==> src/rtl/l2_req_out_queue.sv <==
// Elastic request-out FIFO between l2_core and the NoC, with occupancy
// reporting and a drain-done handshake used by fence handling.
module l2_req_out_queue #(
  parameter int unsigned DEPTH   = 4,
  parameter int unsigned MSG_W   = 5,
  parameter int unsigned HPROT_W = 1,
  parameter int unsigned ADDR_W  = 26,
  parameter int unsigned LINE_W  = 128,
  parameter int unsigned WMASK_W = 4
) (
  input  logic                       clk,
  input  logic                       rst,
  input  logic                       in_valid,
  output logic                       in_ready,
  input  logic [MSG_W-1:0]           in_coh_msg,
  input  logic [HPROT_W-1:0]         in_hprot,
  input  logic [ADDR_W-1:0]          in_addr,
  input  logic [LINE_W-1:0]          in_line,
  input  logic [WMASK_W-1:0]         in_word_mask,
  output logic                       out_valid,
  input  logic                       out_ready,
  output logic [MSG_W-1:0]           out_coh_msg,
  output logic [HPROT_W-1:0]         out_hprot,
  output logic [ADDR_W-1:0]          out_addr,
  output logic [LINE_W-1:0]          out_line,
  output logic [WMASK_W-1:0]         out_word_mask,
  input  logic                       drain_req,
  output logic                       drain_done,
  output logic [$clog2(DEPTH):0]     occupancy
);

  localparam int unsigned PTR_W = $clog2(DEPTH);
  localparam int unsigned CNT_W = PTR_W + 1;
  localparam int unsigned ENT_W = MSG_W + HPROT_W + ADDR_W + LINE_W + WMASK_W;

  typedef enum logic [1:0] {
    DR_IDLE,
    DR_WAIT,
    DR_DONE,
    DR_HOLD
  } drain_state_e;

  logic [PTR_W-1:0] wr_ptr_q, wr_ptr_d;
  logic [PTR_W-1:0] rd_ptr_q, rd_ptr_d;
  logic [CNT_W-1:0] count_q, count_d;
  drain_state_e     drain_q, drain_d;
  logic [ENT_W-1:0] mem_q [DEPTH];
  logic [ENT_W-1:0] head;
  logic             push, pop;

  // Handshake depends only on registered count: a full queue refuses a push
  // even in a cycle that pops.
  assign in_ready  = (count_q != CNT_W'(DEPTH));
  assign out_valid = (count_q != '0);
  assign push      = in_valid & in_ready;
  assign pop       = out_valid & out_ready;
  assign occupancy = count_q;

  // Payload is zeroed while empty so unreset storage never shows at the port.
  assign head = out_valid ? mem_q[rd_ptr_q] : '0;
  assign {out_coh_msg, out_hprot, out_addr, out_line, out_word_mask} = head;

  always_comb begin
    wr_ptr_d = wr_ptr_q;
    rd_ptr_d = rd_ptr_q;
    count_d  = count_q;
    if (push) wr_ptr_d = wr_ptr_q + PTR_W'(1);
    if (pop)  rd_ptr_d = rd_ptr_q + PTR_W'(1);
    case ({push, pop})
      2'b10:   count_d = count_q + CNT_W'(1);
      2'b01:   count_d = count_q - CNT_W'(1);
      default: count_d = count_q;
    endcase
  end

  always_comb begin
    drain_d    = drain_q;
    drain_done = 1'b0;
    case (drain_q)
      DR_IDLE: if (drain_req) drain_d = DR_WAIT;
      DR_WAIT: begin
        if (!drain_req)          drain_d = DR_IDLE;
        else if (count_q == '0)  drain_d = DR_DONE;
      end
      DR_DONE: begin
        drain_done = 1'b1;
        drain_d    = DR_HOLD;
      end
      DR_HOLD: if (!drain_req) drain_d = DR_IDLE;
      default: drain_d = DR_IDLE;
    endcase
  end

  always_ff @(posedge clk or posedge rst) begin
    if (rst) begin
      wr_ptr_q <= '0;
      rd_ptr_q <= '0;
      count_q  <= '0;
      drain_q  <= DR_IDLE;
    end else begin
      wr_ptr_q <= wr_ptr_d;
      rd_ptr_q <= rd_ptr_d;
      count_q  <= count_d;
      drain_q  <= drain_d;
    end
  end

  always_ff @(posedge clk) begin
    if (push) mem_q[wr_ptr_q] <= {in_coh_msg, in_hprot, in_addr, in_line, in_word_mask};
  end

endmodule

==> config.mk <==
export PLATFORM = sky130hd
export DESIGN_NAME = l2_req_out_queue
export DESIGN_NICKNAME = d
export VERILOG_FILES = /design/src/rtl/l2_req_out_queue.sv
export SDC_FILE = /design/constraint.sdc
export NUM_CORES = 1
export LEC_CHECK = 0
export BUFFER_PORTS_ARGS = -buffer_cell sky130_fd_sc_hd__buf_2
export CAP_MARGIN = 40
export CORE_MARGIN = 5
export CORE_UTILIZATION = 57
export DETAILED_ROUTE_END_ITERATION = 12
export MAX_ROUTING_LAYER = met4
export PLACE_DENSITY = 0.85
export SLEW_MARGIN = 25
export SYNTH_ARGS = -nofsm -noshare
export SYNTH_HDL_FRONTEND = slang
export SYNTH_SLANG_ARGS = --single-unit
==> constraint.sdc <==
create_clock -name clk -period 5.6 [get_ports clk]
set_clock_uncertainty 0.2 [all_clocks]
set_input_delay 1.4 -clock clk [delete_from_list [all_inputs] [get_ports clk]]
set_output_delay 1.4 -clock clk [all_outputs]
set_load 0.03 [all_outputs]
# Word-level counts from Yosys, hierarchy flattened
# Memories as Yosys holds them, arrays and structs flattened.
# Index checks and enable logic that the tools add are counted.
# Widths: inputs -> output; s select.
[word_totals] register_bits=9 latch_bits=0 ram_bits=656 rom_bits=0 input_bits=169 out_inout_bits=170 elab_cells=35 n_memories=1
[memory_table] name="mem_q" words=4 width=164 rd=1 rd_clocked_by_memory_dff=0 wr=1 line_no="47" text="logic [ENT_W-1:0] mem_q [DEPTH];"
[classes] addsub=4 n_mul=0 div=0 n_lt_le_gt_ge=0 eq_ne=9 shifts=0 n_mux=10 bitwise=2 n_reduce_logical=5
[op_table] operator="$mux 164" count=1
[op_table] operator="$mux 2" count=4
[op_table] operator="$pmux 2 s4" count=1
[op_table] operator="$eq 2x2->1 const B" count=3
[op_table] operator="$ne 3x3->1 const B" count=2
[op_table] operator="$pmux 3 s2" count=1
[op_table] operator="$add 2x1->2 const B" count=2
[op_table] operator="$eq 2x1->1 const B" count=2
[op_table] operator="$ne 2x2->1 const B" count=2
[op_table] operator="$add 3x1->3 const B" count=1
[op_table] operator="$logic_not 3->1" count=1
[op_table] operator="$mux 1" count=3
[op_table] operator="$reduce_and 3->1" count=1
[op_table] operator="$reduce_bool 3->1" count=1
[op_table] operator="$sub 3x1->3 const B" count=1
[op_table] operator="$and 1x1->1" count=2
[op_table] operator="$logic_not 2->1" count=1
[op_table] operator="$reduce_bool 2->1" count=1

# Logic depth before layout (Yosys ltp)
# Gate-level depths: netlist of the first run.
[depth] word_depth=4 mapped_depth=9 ltp_nobuf=9

# Least setup slack after synthesis of the first run
# Ideal clock, no wire load.
[synth_timing] path_type="input to register" from="input in_valid" to="memory mem_q[0][0] (netlist name), enable pin" setup_time_ps=545 arrival_ps=5190 required_ps=4855 setup_slack_ps=-335 stages=1 n_path_buf=0 cell_sequence="and3_1"
[synth_between] elab_chain_len=3
[synth_lines] item="start: declaration" line_no="13" text="input logic in_valid,"
[synth_lines] item="$and 1x1->1" line_no="55" text="assign push = in_valid & in_ready;"
[synth_lines] item="$mux 1" line_no="109" text="if (push) mem_q[wr_ptr_q] <= {in_coh_msg, in_hprot, in_addr, in_line, in_word_mask};"
[synth_lines] item="$mux 1 (not written as such)" line_no="109"
[synth_lines] item="end: declaration" line_no="47"
# Every way passes these cells.

# Final worst setup path of the first run
[layout_timing] from="register rd_ptr_q[0]" to="output out_coh_msg[2]"
[layout_between] elab_chain_len=2
[layout_lines] item="start: declaration" line_no="44" text="logic [PTR_W-1:0] rd_ptr_q, rd_ptr_d;"
[layout_lines] item="start signal: assignment" line_no="102" text="rd_ptr_q <= rd_ptr_d;"
[layout_lines] item="$mem_v2 4x164"
[layout_lines] item="$mux 164" line_no="60" text="assign head = out_valid ? mem_q[rd_ptr_q] : '0;"
[layout_lines] item="end: declaration" line_no="22" text="output logic [MSG_W-1:0] out_coh_msg,"
# Every way passes these cells.

==> results.toml, run 1 <==
[route]
vias_per_cell = 5.658
wire_per_inst_um = 24.66
drc = 0
via_count = 12100
totalWireLength_um = 52720
drtPass1Iterations = 5
ant_nets = 0
drt_iter0_drc = 1052

[logic_synthesis]
synth-seq-area-share = 0.7880
syn_inst = 1087
synth.area.top_cells = "edfxtp_1 (78%), mux4_2 (15%), and2_1 (4.1%)"
yosysUniqueCellTypes = 25
ys_warn_count = 0
synth_top_area_share = 0.7791
syn_avg_cell_area_um2 = 23.26
ys_seq_elements = 665
synth_area_leader_cell = "edfxtp_1"
syn_area_um2 = 25280
synth_fp_nets = 1262

[sta]
rsz0062_at_grt = "no"
worstMarginPinSlew_ns = 0.7708
hold_viol = 0
fmax_mhz = 227.3
setup_viol = 0
fin_ws_ns = 1.200
relSlewSlack = 0.4862
setup_tns_ns = 0
finalCritPeriodShare = 0.7857
slew_viol_final = 0
min_period_ns = 4.400

[clock_network]
path_clk_slew_ns = 0.06
post_cts_buffers = 0
cts_hold_buffers = 0
clock_sinks = 665
clockBufferDepth = 3
ctsResizeCount = 0
cts_buffers = 66
clk_latency_ns = 0.57
cts.htree.levels = 3
root_buffer = "clkbuf_16"
cts_tree = "done"

[place]
pre_cts_slack_ns = 1.773
hpwlAfterDp_um = 32010
port_buffers = 338
gp_congestion = 0.7332

[min_path]
hp-class = "reg -> reg"

[critical_path]
path_cells = "buf_16, buf_12, mux4_2, and2_1, buf_2"
start_kind = "flip-flop"
crit_path_end_kind = "primary output"
critPathArrivalTime_ns = 2.80
critPathTopFamily = "buffers and inverters"
slowest_stage = "dfrtp_4"
cp.required_ns = 4.00
slowest_delay_ns = 0.66
crit_fanout = 27
setup.worst_path.class = "reg -> out"
critical_path_buf_inv_count = 3

[global_route]
grt_overflow = 0
antenna_found_initial = 22
grt_pass1_vias = 13040
grt_max_degree = 74
grt_pass1_wl_um = 78410
gr-usage-all-layers = 0.2240

[die]
fp.dieW_um = 220.6
die_h_um = 220.6
core_area_um2 = 44030
die-area_um2 = 48670
ios = 339
num_rows = 77
start_util = 0.5743

[cells_and_area]
drive_gt1_frac = 0.4122
nets = 1646
synthToLayoutAreaGrowth_pct = 18.53

[power]
power.density_nw_per_um2 = 605.1
irDropWorstVdd_mv = 0.5971
p_leak_nw = 10.30
p_total_mw = 18.13

[flow_run]
maxCapViolCount = 0

[run_status]
status = "finished clean"
==> where the power goes <==
group          total, mW  internal, mW  switching [mW]
clock               4.12          2.38            1.74
sequential          6.89          6.58           0.314
combinational       7.13          2.68            4.45
total               18.1          11.6            6.50
==> per-layer routing <==
| metal | GRT usage | wire length, µm | up-vias |
|---|---|---|---|
| li1 | - | - | 5258 |
| met1 | 0.2782 | 19490 | 6286 |
| met2 | 0.3563 | 27000 | 472 |
| met3 | 0.07279 | 4983 | 81 |
| met4 | 0.07401 | 1238 | 0 |
| met5 | - | 0 | - |
==> path summary, 6_finish.rpt <==
path / startpoint / endpoint / slack [ns] / cells after the start
worst min-delay path: occupancy[2] / occupancy[2] / 0.31 / 1
max in group asynchronous: rst / rd_ptr_q[0] / 4.31 / 2
worst max-delay path: rd_ptr_q[0] / out_coh_msg[2] / 1.20 / 5
min in group asynchronous: rst / occupancy[2] / 0.59 / 2
worst min register to register: occupancy[2] / occupancy[2] / 0.31 / 1
worst max register to register: occupancy[2] / mem_q[0][118] / 3.05 / 3
==> cell families after synthesis <==
kind of cell | synth area share
AND/OR/NAND/NOR | 0.04335
adder cells (fa/ha/maj) | 0.003266
multiplexers | 0.1469
flip-flops | 0.7880
buffers and inverters | 0.01559
AO/OA/AOI/OAI | 0.0007914
XOR/XNOR | 0.002079
==> cell usage after synthesis (all sizes together) <==
library cell and n:
inv 9, nand3 1, xnor2 3, dfrtp 9
nor2b 1, nor3 1, and3 4, ha 5
fa 1, or3b 1, and2 166, nor2 2
mux2 1, mux4 164, clkbuf 21, mux2i 1
xor2 3, buf 34, a21oi 3, o21ai 1
edfxtp 656
==> cells in the final DEF (no fill, tap or decap), types with 2 or more instances in the layout <==
master	netlist	routed
a21oi_1	3	3
and2_1	166	166
and3_4	0	4
buf_12	0	18
buf_16	0	2
buf_2	12	338
buf_4	2	13
bufinv_16	0	3
clkbuf_1	21	22
clkbuf_16	0	68
clkinv_1	0	12
clkinv_2	0	8
clkinvlp_4	0	2
dfrtp_1	9	7
dfrtp_4	0	2
diode_2	0	25
edfxtp_1	656	656
ha_1	5	5
inv_1	9	8
inv_6	0	2
mux4_2	164	164
nor2_1	2	2
xnor2_1	3	3
xor2_1	3	3
==> cell type report <==
| cell class | count | area [µm²] |
|---|---|---|
| Tap cell | 592 | 740.7 |
| Sequential cell | 665 | 19930 |
| Antenna cell | 25 | 62.56 |
| Clock buffer | 90 | 1784 |
| Multi-Input combinational cell | 358 | 4986 |
| Inverter | 9 | 36.28 |
| Clock inverter | 28 | 224.0 |
| Timing Repair Buffer | 371 | 2205 |
| Fill cell | 2692 | 14060 |
==> state kept, by name, summed over array words and instances, names as in the netlist, named ones only <==
name	count
rd_ptr_q	2
mem_q	656
drain_q	1
occupancy	3
wr_ptr_q	2
==> metrics by stage <==
step	hold slack [ns]	cells	instance area [µm²]	util
floorplan	0.2617	1087	25290	-
global placement	0.2735	1990	27780	0.6310
detailed placement	0.2970	1995	27900	0.6337
CTS	0.3118	2113	29910	0.6793
global route	0.3374	2135	29960	0.6805
finish	0.3101	2138	29970	0.6807
(Power assumes the default switching activity.)
==> run 2, diff against run 1 <==
Clock period 5.6 ns to 4.39 ns, I/O delays scaled along.
==> results.toml, run 2 (synthesis results as in run 1) <==
[run_status]
status = "finished clean"

[critical_path]
slowest_delay_ns = 0.69
crit_fanout = 42
reg2reg_slack_ns = 1.73
cp.required_ns = 3.09
slowest_stage = "dfrtp_4"
setup.worst_path.class = "reg -> out"
critical_path_buf_inv_count = 2
path_cells = "buf_12, mux4_2, and2_1, buf_2"
start_kind = "flip-flop"
critPathTopFamily = "flip-flops"
crit_path_end_kind = "primary output"
critPathArrivalTime_ns = 2.60

[clock_network]
clk_latency_ns = 0.58
clockBufferDepth = 3
cts.htree.levels = 3
ctsResizeCount = 0
path_clk_slew_ns = 0.06
post_cts_buffers = 0
root_buffer = "clkbuf_16"
cts_hold_buffers = 0
clock_sinks = 665
cts_buffers = 66
cts_tree = "done"

[die]
core_area_um2 = 44030
start_util = 0.5743
num_rows = 77
die-area_um2 = 48670
die_h_um = 220.6
fp.dieW_um = 220.6
ios = 339

[place]
gp_congestion = 0.7354
post_dp_cell_area_um2 = 27880
hpwlAfterDp_um = 31910
pre_cts_slack_ns = 1.043
port_buffers = 338

[power]
irDropWorstVdd_mv = 0.6020
p_comb_frac = 0.389
p_int_mw = 14.98
pwr-share-clk = 0.235
seqPwrFrac = 0.376
power.density_nw_per_um2 = 776.5
p_switching_mw = 8.379
switching_share = 0.3588
p_total_mw = 23.36
p_leak_nw = 10.37

[global_route]
gr-usage-all-layers = 0.2245
grt_max_degree = 71
antenna_found_initial = 13
grt_pass1_wl_um = 78320
grt_pass1_vias = 12940
grt_overflow = 0

[sta]
slew_viol_final = 0
setup_viol = 0
hold_viol = 0
finalCritPeriodShare = 0.8876
fmax_mhz = 256.6
relSlewSlack = 0.4566
worstMarginPinSlew_ns = 0.8150
whs_ns = 0.2671
setup_tns_ns = 0
rsz0062_at_grt = "no"
min_period_ns = 3.897
fin_ws_ns = 0.4935

[cells_and_area]
layout_commonest_cell = "edfxtp_1"
largest_reg_flops = 656
nets = 1652
fill_cells = 2650
synthToLayoutAreaGrowth_pct = 18.96
final_cell_mix = "edfxtp_1 (656), buf_2 (338), and2_1 (166)"
post-route-cell-area_um2 = 30080
drive_gt1_frac = 0.4231
largest_register = "mem_q"

[flow_run]
maxCapViolCount = 0

[route]
vias_per_cell = 5.717
ant_nets = 0
drtPass1Iterations = 5
via_count = 12200
wire_per_inst_um = 24.66
drc = 0
totalWireLength_um = 52630
drt_iter0_drc = 1124

[min_path]
hp-class = "in -> async"
-- run 2: metrics by stage --
step / std cells / util
finish: 2134 / 0.6831
global route: 2132 / 0.6830
CTS: 2118 / 0.6817
detailed placement: 2000 / 0.6333
global placement: 2000 / 0.6333
floorplan: 1087 / -
-- run 2: area by class of cell --
type	count	area, µm²	share of cell area
sequential	665	19930	0.6627
multi-input combinational	358	4986	0.1658
timing repair buffer	377	2217	0.07371
clock buffer	83	1832	0.06090
tap	592	740.7	0.02463
clock inverter	35	296.5	0.009859
antenna	15	37.54	0.001248
inverter	9	36.28	0.001206
-- run 2: power by group through the flow --
stage          Sequential [mW]  Clock [mW]  Combinational, mW
6_report                  8.78        5.48               9.09
5_1_grt                   8.87        5.90               9.61
4_1_cts                   8.80        5.59               9.20
3_5_place_dp              8.91           0               9.10
3_3_place_gp              8.79           0               9.02
2_1_floorplan             8.80           0               6.49
-- run 2: path summary, 6_finish.rpt --
kind / from / endpoint / cells after the start
setup / recovery: rd_ptr_q[0] / out_line[95] / 4
hold / removal: rst / wr_ptr_q[0] / 2
setup reg to reg: occupancy[0] / occupancy[2] / 9
hold reg to reg: drain_q[0] / drain_q[0] / 1
max in group asynchronous: rst / rd_ptr_q[0] / 2
min in group clk: drain_q[0] / drain_q[0] / 1
-- run 2: routing by layer --
layer / vias up / global-route usage / routed length, µm
li1: 5265 / - / -
met1: 6319 / 0.2900 / 19770
met2: 550 / 0.3554 / 27020
met3: 67 / 0.06759 / 4949
met4: 0 / 0.06244 / 888
met5: - / - / 0
